`config.mk`:
```
export PLATFORM = sky130hd
export DESIGN_NAME = switch_seq
export DESIGN_NICKNAME = d
export VERILOG_FILES = /design/src/rtl/switch_seq_pkg.sv /design/src/rtl/switch_seq_period_timer.sv /design/src/rtl/switch_seq.sv
export SDC_FILE = /design/constraint.sdc
export NUM_CORES = 1
export LEC_CHECK = 0
export CORE_MARGIN = 8
export CORE_UTILIZATION = 47
export CTS_CLUSTER_DIAMETER = 100
export CTS_CLUSTER_SIZE = 28
export DETAILED_ROUTE_END_ITERATION = 6
export MAX_ROUTING_LAYER = met4
export PLACE_DENSITY_LB_ADDON = 0.25
export SYNTH_ARGS = -nofsm -noshare
export SYNTH_HDL_FRONTEND = slang
export SYNTH_SLANG_ARGS = --single-unit
```
`constraint.sdc`:
```
create_clock -name clk -period 6.1 [get_ports clk]
set_input_delay 1.22 -clock clk [delete_from_list [all_inputs] [get_ports clk]]
set_output_delay 1.22 -clock clk [all_outputs]
set_load 0.01 [all_outputs]
```
`src/rtl/switch_seq_pkg.sv`:
```
// switch_seq_pkg
//   Shared types and helpers for the two-source switch measurement scheduler:
//   FSM state encoding, data/counter widths and a saturating increment.
package switch_seq_pkg;

    localparam int unsigned DATA_W = 32;
    localparam int unsigned CNT_W  = 16;

    typedef enum logic [2:0] {
        ST_IDLE,
        ST_START,
        ST_WAIT,
        ST_ISSUE,
        ST_ACK
    } state_e;

    // Health counters stick at all-ones instead of wrapping.
    function automatic logic [CNT_W-1:0] sat_inc(input logic [CNT_W-1:0] v);
        return (v == '1) ? v : v + CNT_W'(1);
    endfunction

endpackage

```
`src/rtl/switch_seq_period_timer.sv`:
```
// period_timer
//   Free-running modulo-PERIOD counter. tick is high for the single cycle in
//   which the count equals PERIOD-1.
//   Ports:
//     clk   in  : rising-edge clock
//     rst_n in  : asynchronous active-low reset (count returns to 0)
//     tick  out : one cycle per period
module period_timer #(
    parameter int unsigned PERIOD = 50000
) (
    input  logic clk,
    input  logic rst_n,
    output logic tick
);

    localparam int unsigned CW = (PERIOD > 1) ? $clog2(PERIOD) : 1;

    logic [CW-1:0] cnt_q;
    logic [CW-1:0] cnt_d;
    logic          tick_c;

    always_comb begin
        tick_c = (cnt_q == CW'(PERIOD - 1));
        cnt_d  = tick_c ? '0 : cnt_q + CW'(1);
    end

    always_ff @(posedge clk or negedge rst_n) begin
        if (!rst_n) begin
            cnt_q <= '0;
        end else begin
            cnt_q <= cnt_d;
        end
    end

    assign tick = tick_c;

endmodule

```
`src/rtl/switch_seq.sv`:
```
// switch_seq
//   Measurement scheduler for the two-source data switch. Every PERIOD cycles
//   it pulses start_m/start_f, captures the first result from each source,
//   presents the pair on datainm/datainf with a one-cycle over strobe and waits
//   up to ACK_MAX cycles for overout. With only one source answering before
//   TIMEOUT the surviving value is fed to both inputs and degraded is set.
//   Ports:
//     clk, rst_n             : clock, asynchronous active-low reset
//     en                     : permit new measurement cycles
//     start_m, start_f       : one-cycle source start pulses
//     done_m/data_m          : main result strobe and value
//     done_f/data_f          : fine result strobe and value
//     datainm, datainf       : switch inputs, held between issues
//     over, overout          : issue strobe and switch acknowledge
//     degraded               : last issue was single-source
//     miss_cnt, overrun_cnt,
//     ackerr_cnt             : saturating health counters
module switch_seq
    import switch_seq_pkg::*;
#(
    parameter int unsigned PERIOD  = 50000,
    parameter int unsigned TIMEOUT = 4096,
    parameter int unsigned ACK_MAX = 4
) (
    input  logic              clk,
    input  logic              rst_n,
    input  logic              en,
    output logic              start_m,
    output logic              start_f,
    input  logic              done_m,
    input  logic              done_f,
    input  logic [DATA_W-1:0] data_m,
    input  logic [DATA_W-1:0] data_f,
    output logic [DATA_W-1:0] datainm,
    output logic [DATA_W-1:0] datainf,
    output logic              over,
    input  logic              overout,
    output logic              degraded,
    output logic [CNT_W-1:0]  miss_cnt,
    output logic [CNT_W-1:0]  overrun_cnt,
    output logic [CNT_W-1:0]  ackerr_cnt
);

    localparam int unsigned TW = $clog2(TIMEOUT + 1);
    localparam int unsigned AW = $clog2(ACK_MAX + 1);

    logic tick;

    period_timer #(
        .PERIOD(PERIOD)
    ) u_period_timer (
        .clk  (clk),
        .rst_n(rst_n),
        .tick (tick)
    );

    state_e            state_q, state_d;
    logic              got_m_q, got_m_d;
    logic              got_f_q, got_f_d;
    logic [DATA_W-1:0] lat_m_q, lat_m_d;
    logic [DATA_W-1:0] lat_f_q, lat_f_d;
    logic [TW-1:0]     tcnt_q, tcnt_d;
    logic [AW-1:0]     acnt_q, acnt_d;
    logic              ret_q, ret_d;
    logic              start_m_q, start_m_d;
    logic              start_f_q, start_f_d;
    logic              over_q, over_d;
    logic              degraded_q, degraded_d;
    logic [DATA_W-1:0] datainm_q, datainm_d;
    logic [DATA_W-1:0] datainf_q, datainf_d;
    logic [CNT_W-1:0]  miss_cnt_q, miss_cnt_d;
    logic [CNT_W-1:0]  overrun_cnt_q, overrun_cnt_d;
    logic [CNT_W-1:0]  ackerr_cnt_q, ackerr_cnt_d;

    // Flags/values including a strobe arriving this cycle, so a done on the
    // timeout cycle is honoured before the timeout decision.
    logic              got_m_now, got_f_now;
    logic [DATA_W-1:0] lat_m_now, lat_f_now;

    always_comb begin
        got_m_now = got_m_q | done_m;
        got_f_now = got_f_q | done_f;
        lat_m_now = (!got_m_q && done_m) ? data_m : lat_m_q;
        lat_f_now = (!got_f_q && done_f) ? data_f : lat_f_q;

        state_d       = state_q;
        got_m_d       = got_m_q;
        got_f_d       = got_f_q;
        lat_m_d       = lat_m_q;
        lat_f_d       = lat_f_q;
        tcnt_d        = tcnt_q;
        acnt_d        = acnt_q;
        start_m_d     = 1'b0;
        start_f_d     = 1'b0;
        over_d        = 1'b0;
        degraded_d    = degraded_q;
        datainm_d     = datainm_q;
        datainf_d     = datainf_q;
        miss_cnt_d    = miss_cnt_q;
        overrun_cnt_d = overrun_cnt_q;
        ackerr_cnt_d  = ackerr_cnt_q;

        case (state_q)
            ST_IDLE: begin
                // ret_q marks the first IDLE cycle after a measurement; a tick
                // landing there still belongs to the busy period.
                if (tick) begin
                    if (ret_q) begin
                        overrun_cnt_d = sat_inc(overrun_cnt_q);
                    end else if (en) begin
                        state_d   = ST_START;
                        start_m_d = 1'b1;
                        start_f_d = 1'b1;
                    end
                end
            end
            ST_START: begin
                got_m_d = 1'b0;
                got_f_d = 1'b0;
                tcnt_d  = '0;
                state_d = ST_WAIT;
            end
            ST_WAIT: begin
                got_m_d = got_m_now;
                got_f_d = got_f_now;
                lat_m_d = lat_m_now;
                lat_f_d = lat_f_now;
                tcnt_d  = tcnt_q + TW'(1);
                if (got_m_now && got_f_now) begin
                    datainm_d  = lat_m_now;
                    datainf_d  = lat_f_now;
                    degraded_d = 1'b0;
                    over_d     = 1'b1;
                    state_d    = ST_ISSUE;
                end else if (tcnt_q == TW'(TIMEOUT - 1)) begin
                    if (got_m_now) begin
                        datainm_d  = lat_m_now;
                        datainf_d  = lat_m_now;
                        degraded_d = 1'b1;
                        over_d     = 1'b1;
                        state_d    = ST_ISSUE;
                    end else if (got_f_now) begin
                        datainm_d  = lat_f_now;
                        datainf_d  = lat_f_now;
                        degraded_d = 1'b1;
                        over_d     = 1'b1;
                        state_d    = ST_ISSUE;
                    end else begin
                        miss_cnt_d = sat_inc(miss_cnt_q);
                        state_d    = ST_IDLE;
                    end
                end
            end
            ST_ISSUE: begin
                acnt_d  = '0;
                state_d = ST_ACK;
            end
            ST_ACK: begin
                if (overout) begin
                    state_d = ST_IDLE;
                end else if (acnt_q == AW'(ACK_MAX - 1)) begin
                    ackerr_cnt_d = sat_inc(ackerr_cnt_q);
                    state_d      = ST_IDLE;
                end else begin
                    acnt_d = acnt_q + AW'(1);
                end
            end
            default: begin
                state_d = ST_IDLE;
            end
        endcase

        if (tick && (state_q != ST_IDLE)) begin
            overrun_cnt_d = sat_inc(overrun_cnt_q);
        end

        ret_d = (state_q != ST_IDLE) && (state_d == ST_IDLE);
    end

    always_ff @(posedge clk or negedge rst_n) begin
        if (!rst_n) begin
            state_q       <= ST_IDLE;
            got_m_q       <= 1'b0;
            got_f_q       <= 1'b0;
            lat_m_q       <= '0;
            lat_f_q       <= '0;
            tcnt_q        <= '0;
            acnt_q        <= '0;
            ret_q         <= 1'b0;
            start_m_q     <= 1'b0;
            start_f_q     <= 1'b0;
            over_q        <= 1'b0;
            degraded_q    <= 1'b0;
            datainm_q     <= '0;
            datainf_q     <= '0;
            miss_cnt_q    <= '0;
            overrun_cnt_q <= '0;
            ackerr_cnt_q  <= '0;
        end else begin
            state_q       <= state_d;
            got_m_q       <= got_m_d;
            got_f_q       <= got_f_d;
            lat_m_q       <= lat_m_d;
            lat_f_q       <= lat_f_d;
            tcnt_q        <= tcnt_d;
            acnt_q        <= acnt_d;
            ret_q         <= ret_d;
            start_m_q     <= start_m_d;
            start_f_q     <= start_f_d;
            over_q        <= over_d;
            degraded_q    <= degraded_d;
            datainm_q     <= datainm_d;
            datainf_q     <= datainf_d;
            miss_cnt_q    <= miss_cnt_d;
            overrun_cnt_q <= overrun_cnt_d;
            ackerr_cnt_q  <= ackerr_cnt_d;
        end
    end

    assign start_m     = start_m_q;
    assign start_f     = start_f_q;
    assign over        = over_q;
    assign degraded    = degraded_q;
    assign datainm     = datainm_q;
    assign datainf     = datainf_q;
    assign miss_cnt    = miss_cnt_q;
    assign overrun_cnt = overrun_cnt_q;
    assign ackerr_cnt  = ackerr_cnt_q;

endmodule

```
==> results.sh, run 1 <==
export IMPL_hold_slack_ns=0.480
export IMPL_gp_congestion=0.766
export IMPL_synth_top_area_cell="dfrtp_1"
export IMPL_multi_input_area_sq_um=4420
export IMPL_yosysTopAreaCellShare_pct=54.0
export IMPL_synth_common_cells="nand2_1 (229), dfrtp_1 (217), o21ai_0 (100), nor2_1 (97), a21oi_1 (73)"
export IMPL_setup_violations=0
export IMPL_critical_path_max_fanout=97
export IMPL_dp_hpwl_mm=16.7
export IMPL_final_hold_viol_count=0
export IMPL_grt_max_degree=122
export IMPL_cp_end_kind="flip-flop"
export IMPL_period_share_pct=55.5
export IMPL_required_ns=6.43
export IMPL_dr_wl_met3_mm=1.39
export IMPL_grt_pass1_wl_mm=40.1
export IMPL_cts_sinks=217
export IMPL_maxCapViolCount=0
export IMPL_synth_most_common_cell="nand2_1"
export IMPL_dieHeight_um=162
export IMPL_cts_tree="done"
export IMPL_highest_signal_layer="met4"
export IMPL_io_buffers=185
export IMPL_wl_met1_mm=11.3
export IMPL_tightest_slew_ns=1.06
export IMPL_core_area_sq_um=21000
export IMPL_max_freq_mhz=295
export IMPL_area_growth_pct=24.1
export IMPL_die_width_um=162
export IMPL_wl_met2_mm=11.6
export IMPL_grt_pass1_vias=7598
export IMPL_peakVddDrop_v=0.000238
export IMPL_drtAntennaViolNets=0
export IMPL_finalSetupTns_ns=0
export IMPL_p_leak_uw=0.00569
export IMPL_dr_pass1_iters=5
export IMPL_ys_ff_latch=217
export IMPL_yosysUniqueCellTypes=48
export IMPL_drive_gt1_share_pct=5.90
export IMPL_yosysSeqAreaShare_pct=54.0
export IMPL_grtUsageTotal_pct=18.9
export IMPL_syn_area_sq_um=10100
export IMPL_arrival_ns=3.72
export IMPL_wl_mm=24.6
export IMPL_start_kind="input pin"
export IMPL_status="finished, final reports clean"
export IMPL_syn_inst=1056
export IMPL_cts_setup_buffers=0
export IMPL_root_buffer="clkbuf_16"
export IMPL_finalMaxSlewViolations=0
export IMPL_cts_resized=0
export IMPL_cts_made_buffers=11
export IMPL_clk_latency_ns=0.46
export IMPL_syn_num_nets=1133
export IMPL_dp_slack_ns=2.24
export IMPL_clk_path_buf_depth=3
export IMPL_avgSynthCellArea_sq_um=9.53
export IMPL_grt_ovfl_total=0
export IMPL_skew_ns=0.0129
export IMPL_worstSetupPathType="in -> reg"
export IMPL_h_tree_depth=1
export IMPL_synthTopCellsByArea="dfrtp_1 (54%), nand2_1 (8.5%), o21ai_0 (5.0%), mux2_2 (3.9%), mux2i_1 (3.7%)"
export IMPL_yosys_warnings=0
export IMPL_synth_edf_count=0
export IMPL_final_util_pct=59.4
export IMPL_hold_path_class="reg -> reg"
export IMPL_start_util_pct=47.9
export IMPL_n_fill_cell=1801
export IMPL_period_minus_slack_ns=3.39
export IMPL_clk_pin_slew_ns=0.10
export IMPL_fin_nets=1279
export IMPL_hold_buffers=0
export IMPL_drtIter0Drc=408
export IMPL_antenna_found_initial=1
export IMPL_register_area_sq_um=5430
export IMPL_vias=7837
export IMPL_max_slew_margin_pct=29.2
export IMPL_power_density_nw_per_um2=396
export IMPL_avgViaCountPerCell=5.30
export IMPL_routedWlPerCell_um=16.6
export IMPL_io_pins=186
export IMPL_rsz0062_at_grt="no"
export IMPL_postSynth_asyncResetShare_pct=100
export IMPL_rows=53
export IMPL_layout_setup_ws_ns=2.71
export IMPL_synth_flop_cell="dfrtp_1"
export IMPL_drcViolationCount=0
export IMPL_dieArea_sq_um=26300
export IMPL_finalPower_uw=4950
-- flip-flops by register name, indices dropped and copies added (netlist names), 16 cells and up --
register	flops
datainf	32
datainm	32
lat_f_q	32
lat_m_q	32
ackerr_cnt	16
miss_cnt	16
overrun_cnt	16
u_period_timer.cnt_q	16
-- worst max-delay path: stages --
cell and delay [ns]:
clkdlybuf4s50_1 0.57, nor4_2 0.33, buf_4 0.24, nor4_1 0.10
o21ai_4 0.65, buf_12 0.38, o21ai_0 0.16
-- per-layer routing --
layer	global-route usage [%]	vias up
li1	-	3888
met1	24.9	3763
met2	30.3	166
met3	3.49	20
met4	3.79	0
met5	-	-
-- power breakdown --
part           internal, uW  total (uW)  leakage (uW)  switching, uW
registers              1840        2060       0.00286            222
logic                   842        2060       0.00267           1220
clock network           386         831      0.000158            444
-- cells by family (layout without fill, tap and decap cells) --
group	count (synthesis)	count (layout)	share of synthesized area, %
AO/OA/AOI/OAI	197	197	10.4
XOR/XNOR	53	53	4.61
adder cells (fa/ha/maj)	7	7	0.870
buffers and inverters	66	213	2.56
flip-flops	217	217	54.0
multiplexers	74	74	7.86
other	0	1	0
AND/OR/NAND/NOR	442	442	19.7
-- per-stage QoR --
stage               cell area [sq um]  std cells
finish                          12500       1479
global route                    12500       1479
CTS                             12500       1478
detailed placement              12200       1464
global placement                12200       1464
floorplan                       10100       1056
-- cells in the final DEF (no fill, tap or decap), types with 3 or more instances in the layout --
| cell type | count |
|---|---|
| inv_1 | 7 |
| nor4_1 | 5 |
| nand3_1 | 30 |
| mux2_2 | 35 |
| o21ai_0 | 100 |
| clkbuf_16 | 11 |
| ha_1 | 7 |
| and4_1 | 4 |
| o21ai_1 | 7 |
| nor3_1 | 9 |
| buf_4 | 5 |
| xor2_1 | 16 |
| and3_1 | 14 |
| nand2_1 | 228 |
| nand4_1 | 25 |
| nor2_1 | 96 |
| mux2i_1 | 37 |
| dfrtp_1 | 217 |
| nand3b_1 | 3 |
| a21oi_1 | 73 |
| xnor2_1 | 37 |
| nor4b_1 | 3 |
| nor3b_1 | 3 |
| clkdlybuf4s50_1 | 184 |
-- area by class of cell --
type | instances | area share [%]
multi-input cells | 773 | 35.4
well taps | 275 | 2.76
repair buffers | 192 | 15.5
inverters | 7 | 0.210
flip-flops and latches | 217 | 43.5
diodes | 1 | 0.0200
clock buffers | 13 | 2.35
clock inverters | 1 | 0.241
-- worst paths after layout --
check	slack, ns	startpoint	end	depth (start not counted)
worst max-delay path	2.71	done_m	datainf[20]$_DFFE_PN0P_	7
worst min-delay path	0.48	lat_f_q[21]$_DFFE_PN0P_	lat_f_q[21]$_DFFE_PN0P_	2
worst max register to register	3.26	state_q[0]$_DFF_PN0_	tcnt_q[10]$_DFFE_PN0P_	5
worst min register to register	0.48	lat_f_q[21]$_DFFE_PN0P_	lat_f_q[21]$_DFFE_PN0P_	2
max in group asynchronous	4.24	rst_n	lat_m_q[15]$_DFFE_PN0P_	2
min in group asynchronous	0.76	rst_n	overrun_cnt[9]$_DFFE_PN0P_	1
Power figures use the tool's default switching activity.
==> run 2: changes to the inputs <==
- clock period: 6.1 -> 3 ns (I/O delays scaled with it)
==> run 2 against run 1 <==
Global-route usage increased by 0.32 points. Flip-flop and latch count did not move. Critical path type is now reg -> reg. Clock-buffer cell count shrank 1. Via count grew 0.74%. Hold slack worse by 0.42 ns. Design area up 0.79%. Clock power rose by 94%. Sequential share of layout area fell by 0.34 points. Final cell count grew 0.61%. Worst setup slack got worse by 2.2 ns.
==> results.sh, run 2 (synthesis gave the netlist of run 1 again) <==
export IMPL_reg2regPathDepth=5
export IMPL_fin_nets=1289
export IMPL_antenna_found_initial=1
export IMPL_combinationalPowerShare_pct=42.5
export IMPL_highest_signal_layer="met4"
export IMPL_grt_pass1_wl_mm=40.8
export IMPL_root_buffer="clkbuf_16"
export IMPL_crit_chain="nand4_4 > or4_1 > a311oi_4 > nand2_4 > mux2_4"
export IMPL_io_buffers=185
export IMPL_slowest_stage="or4_1"
export IMPL_register_area_sq_um=5430
export IMPL_dieHeight_um=162
export IMPL_finalSetupTns_ns=0
export IMPL_start_kind="flip-flop"
export IMPL_cts_tree="done"
export IMPL_critical_path_max_fanout=10
export IMPL_final_hold_viol_count=0
export IMPL_swShare_pct=38.4
export IMPL_grtUsageTotal_pct=19.2
export IMPL_wl_met2_mm=11.9
export IMPL_dp_hpwl_mm=17.3
export IMPL_peakVddDrop_v=0.000537
export IMPL_max_freq_mhz=402
export IMPL_n_fill_cell=1760
export IMPL_tightest_slew_ns=0.982
export IMPL_worstSetupPathType="reg -> reg"
export IMPL_clk_pin_slew_ns=0.11
export IMPL_intPower_uw=6200
export IMPL_skew_ns=0.0122
export IMPL_cts_resized=0
export IMPL_grt_max_degree=100
export IMPL_cp_end_kind="flip-flop"
export IMPL_hold_path_class="in -> async"
export IMPL_hold_slack_ns=0.0611
export IMPL_reg2reg_slack_ns=0.51
export IMPL_p_switching_uw=3870
export IMPL_hold_buffers=0
export IMPL_drtIter0Drc=365
export IMPL_period_share_pct=82.9
export IMPL_p_leak_uw=0.00574
export IMPL_clk_latency_ns=0.47
export IMPL_cts_made_buffers=11
export IMPL_most_common_layout_cells="nand2_1 (228), dfrtp_1 (217), clkdlybuf4s50_1 (184), o21ai_0 (100), nor2_1 (96)"
export IMPL_area_growth_pct=25.1
export IMPL_core_area_sq_um=21000
export IMPL_setup_violations=0
export IMPL_r2r_end="miss_cnt[1]$_DFFE_PN0P_"
export IMPL_grt_pass1_vias=7873
export IMPL_die_width_um=162
export IMPL_clk_path_buf_depth=3
export IMPL_crit_family="simple AND/OR/NAND/NOR gates"
export IMPL_finalMaxSlewViolations=0
export IMPL_period_minus_slack_ns=2.49
export IMPL_maxCapViolCount=0
export IMPL_wl_met1_mm=11.2
export IMPL_gp_congestion=0.830
export IMPL_start_util_pct=47.9
export IMPL_rsz0062_at_grt="no"
export IMPL_clock_power_share_pct=16.0
export IMPL_rows=53
export IMPL_status="finished, final reports clean"
export IMPL_arrival_ns=2.85
export IMPL_power_density_nw_per_um2=800
export IMPL_avgViaCountPerCell=5.31
export IMPL_critPathMaxStageDelay_ns=0.72
export IMPL_multi_input_area_sq_um=4420
export IMPL_io_pins=186
export IMPL_dr_pass1_iters=4
export IMPL_cts_sinks=217
export IMPL_drcViolationCount=0
export IMPL_layout_commonest_cell="nand2_1"
export IMPL_dr_wl_met3_mm=1.26
export IMPL_pwr_share_seq_pct=41.5
export IMPL_routedWlPerCell_um=16.6
export IMPL_cts_setup_buffers=0
export IMPL_dieArea_sq_um=26300
export IMPL_max_slew_margin_pct=34.5
export IMPL_h_tree_depth=1
export IMPL_drive_gt1_share_pct=6.68
export IMPL_required_ns=3.36
export IMPL_reg2reg_from="tcnt_q[4]$_DFFE_PN0P_"
export IMPL_drtAntennaViolNets=0
export IMPL_wl_mm=24.8
export IMPL_crit_buf_inv=0
export IMPL_grt_ovfl_total=0
export IMPL_vias=7895
## run 2: changes by cell type in the layout (fill, tap and decap cells not counted), sizes merged
cell,previous run,this run
buf,8,18
bufinv,1,0
clkbuf,13,12
clkinvlp,0,1
## run 2: worst max path at each step
stage | from | to | slack (ns) | depth (start not counted)
6_report | tcnt_q[4]$_DFFE_PN0P_ | miss_cnt[1]$_DFFE_PN0P_ | 0.51 | 5
2_1_floorplan | tcnt_q[4]$_DFFE_PN0P_ | miss_cnt[1]$_DFFE_PN0P_ | 0.84 | 7
3_5_place_dp | done_f | ret_q$_DFF_PN0_ | 0.37 | 8
3_3_place_gp | overout | ackerr_cnt[13]$_DFFE_PN0P_ | 0.43 | 6
4_1_cts | tcnt_q[4]$_DFFE_PN0P_ | miss_cnt[1]$_DFFE_PN0P_ | 0.51 | 5
5_1_grt | tcnt_q[4]$_DFFE_PN0P_ | miss_cnt[1]$_DFFE_PN0P_ | 0.38 | 5
## run 2: layer usage
layer | vias up | track usage, %
met5 | - | -
met4 | 0 | 4.04
met3 | 26 | 3.59
met2 | 144 | 31.4
met1 | 3809 | 24.6
li1 | 3916 | -
## run 2: metrics by stage
| step | util (%) | setup slack [ns] | area, sq um | power, uW | instances |
|---|---|---|---|---|---|
| after global placement | 58.4 | 0.433 | 12300 | 8430 | 1474 |
| after detailed placement | 58.4 | 0.367 | 12300 | 8570 | 1474 |
| final | 59.9 | 0.514 | 12600 | 10100 | 1488 |
| after global routing | 59.9 | 0.381 | 12600 | 10900 | 1488 |
| after floorplan | - | 0.836 | 10100 | 6840 | 1056 |
| after CTS | 59.8 | 0.506 | 12600 | 10200 | 1487 |
## run 2: area by class of cell
type | instances | share of cell area, %
Antenna cell | 1 | 0.0199
Clock buffer | 12 | 2.30
Clock inverter | 1 | 0.0597
Inverter | 7 | 0.209
Multi-Input combinational cell | 773 | 35.2
Sequential cell | 217 | 43.2
Tap cell | 275 | 2.73
Timing Repair Buffer | 202 | 16.4
## run 2: power by group through the flow
stage          Combinational, uW  Sequential, uW  Clock [uW]
2_1_floorplan               2560            4290           0
3_3_place_gp                4220            4210           0
3_5_place_dp                4330            4240           0
4_1_cts                     4340            4180        1660
5_1_grt                     4800            4280        1780
6_report                    4280            4180        1610
==> run 3: changes to the inputs <==
- clock period: 3 -> 2.1 ns (I/O delays scaled with it)
==> run 3 against run 2 <==
Total power is 49% higher. Critical path type unchanged. Die area unchanged. Worst setup slack lost 0.43 ns. Critical path depth up 2. Final cell count increased by 3.7%. Clock-buffer cell count is 1 lower. Combinational power grew 55%. Largest power group unchanged.
==> results.sh, run 3 (synthesis gave the netlist of run 1 again) <==
export IMPL_status="finished, final reports clean"
export IMPL_root_buffer="clkbuf_16"
export IMPL_n_fill_cell=1744
export IMPL_hold_path_class="in -> async"
export IMPL_clk_pin_slew_ns=0.11
export IMPL_dp_cells=1527
export IMPL_grt_pass1_wl_mm=42.0
export IMPL_dp_slack_ns=-0.285
export IMPL_cts_made_buffers=11
export IMPL_h_tree_depth=1
export IMPL_finalMaxSlewViolations=0
export IMPL_combinationalPowerShare_pct=44.4
export IMPL_grt_use_met2_pct=32.0
export IMPL_finalSetupTns_ns=0
export IMPL_p_switching_uw=5630
export IMPL_io_buffers=185
export IMPL_tightest_slew_ns=0.482
export IMPL_routedWlPerCell_um=16.4
export IMPL_max_slew_margin_pct=67.6
export IMPL_grt_pass1_vias=8028
export IMPL_layout_setup_ws_ns=0.0852
export IMPL_required_ns=2.45
export IMPL_maxCapViolCount=0
export IMPL_avgViaCountPerCell=5.19
export IMPL_grt_ovfl_total=0
export IMPL_dieHeight_um=162
export IMPL_core_area_sq_um=21000
export IMPL_critical_path_max_fanout=10
export IMPL_wl_mm=25.3
export IMPL_start_util_pct=47.9
export IMPL_period_share_pct=95.9
export IMPL_power_density_nw_per_um2=1140
export IMPL_rows=53
export IMPL_gp_congestion=0.868
export IMPL_drtIter0Drc=437
export IMPL_clk_path_buf_depth=3
export IMPL_drtAntennaViolNets=0
export IMPL_io_pins=186
export IMPL_die_width_um=162
export IMPL_worstSetupPathType="reg -> reg"
export IMPL_max_freq_mhz=496
export IMPL_vias=8015
export IMPL_swShare_pct=37.6
export IMPL_grtUsageTotal_pct=19.7
export IMPL_grt_use_met1_pct=26.2
export IMPL_cts_tree="done"
export IMPL_drive_gt1_share_pct=11.4
export IMPL_area_growth_pct=30.9
export IMPL_fin_nets=1344
export IMPL_pwr_share_seq_pct=39.8
export IMPL_register_area_sq_um=5430
export IMPL_grt_max_degree=101
export IMPL_intPower_uw=9320
export IMPL_clk_latency_ns=0.46
export IMPL_most_common_layout_cells="nand2_1 (228), dfrtp_1 (216), clkdlybuf4s50_1 (184), o21ai_0 (100), nor2_1 (96)"
export IMPL_rsz0062_at_grt="no"
export IMPL_clock_power_share_pct=15.8
export IMPL_p_leak_uw=0.00606
export IMPL_reg2regPathDepth=7
export IMPL_skew_ns=0.0103
export IMPL_antenna_found_initial=1
export IMPL_dr_pass1_iters=4
export IMPL_cts_sinks=217
export IMPL_dp_hpwl_mm=18.4
export IMPL_final_hold_viol_count=0
export IMPL_multi_input_area_sq_um=4480
export IMPL_cp_end_kind="flip-flop"
export IMPL_drcViolationCount=0
export IMPL_period_minus_slack_ns=2.01
export IMPL_arrival_ns=2.37
export IMPL_dieArea_sq_um=26300
export IMPL_grtUsageMet3_pct=3.29
export IMPL_stdcell_count=1543
export IMPL_layout_commonest_cell="nand2_1"
export IMPL_setup_violations=0
export IMPL_grt_busiest_layer="met2"
export IMPL_start_kind="flip-flop"
export IMPL_peakVddDrop_v=0.000682
==> run 3: cell count changes in the layout (fill, tap and decap cells not counted), sizes merged <==
| cell | delta |
|---|---|
| buf | +54 |
| bufinv | +1 |
| clkbuf | -1 |
| clkinv | +1 |
| clkinvlp | -1 |
| dlygate4sd3 | +1 |
==> run 3: critical path: stages (launching register included) <==
cell and delay, ns:
dfrtp_1 0.41, ha_4 0.18, nand3b_1 0.07, or4_4 0.46, a311oi_4 0.27, buf_12 0.17
nand2_4 0.06, mux2_4 0.29
==> run 3: cell type report <==
type	instances	area share, %
inverters	7	0.200
clock buffers	11	2.09
diodes	1	0.0190
repair buffers	257	19.6
clock inverters	2	0.266
well taps	275	2.61
flip-flops and latches	217	41.3
multi-input cells	773	34.0
==> run 3: what timing repair did <==
action,4_1_cts,5_1_grt
setup buffers,0,1
hold buffers,1,0
resized for setup,1,11
endpoints found under the hold margin,47,0
setup endpoints to repair,3,15
pin swaps,0,4
==> run 3: worst paths after layout <==
path	start	end	slack (ns)
setup / recovery	tcnt_q[1]$_DFFE_PN0P_	miss_cnt[1]$_DFFE_PN0P_	0.09
min in group clk	lat_f_q[19]$_DFFE_PN0P_	lat_f_q[19]$_DFFE_PN0P_	0.48
hold reg to reg	lat_f_q[19]$_DFFE_PN0P_	lat_f_q[19]$_DFFE_PN0P_	0.48
max in group asynchronous	rst_n	lat_m_q[24]$_DFFE_PN0P_	0.95
setup reg to reg	tcnt_q[1]$_DFFE_PN0P_	miss_cnt[1]$_DFFE_PN0P_	0.09
hold / removal	rst_n	ackerr_cnt[2]$_DFFE_PN0P_	0.47
==> run 3: per-layer routing <==
layer  wire length (um)  share of wire, %
met3               1280               5.1
met1              11600                46
met5                  0                 0
met4                253               1.0
met2              12100                48
==> run 3: through the flow <==
stage          utilization [%]  instance area (sq um)  hold WS (ns)  total power (uW)
2_1_floorplan                -                  10100         0.124              9780
4_1_cts                   62.3                  13100         0.465             15100
5_1_grt                   62.6                  13200         0.480             16200
3_5_place_dp              60.8                  12800         0.380             12700
3_3_place_gp              60.8                  12800         0.379             12500
6_report                  62.6                  13200         0.468             15000
==> run 3: power groups by stage <==
stage	Clock, uW	Sequential [uW]	Combinational [uW]
after CTS	2460	5940	6690
after floorplan	0	6120	3660
final	2370	5950	6640
after global placement	0	5980	6500
after global routing	2600	6100	7460
after detailed placement	0	6020	6670
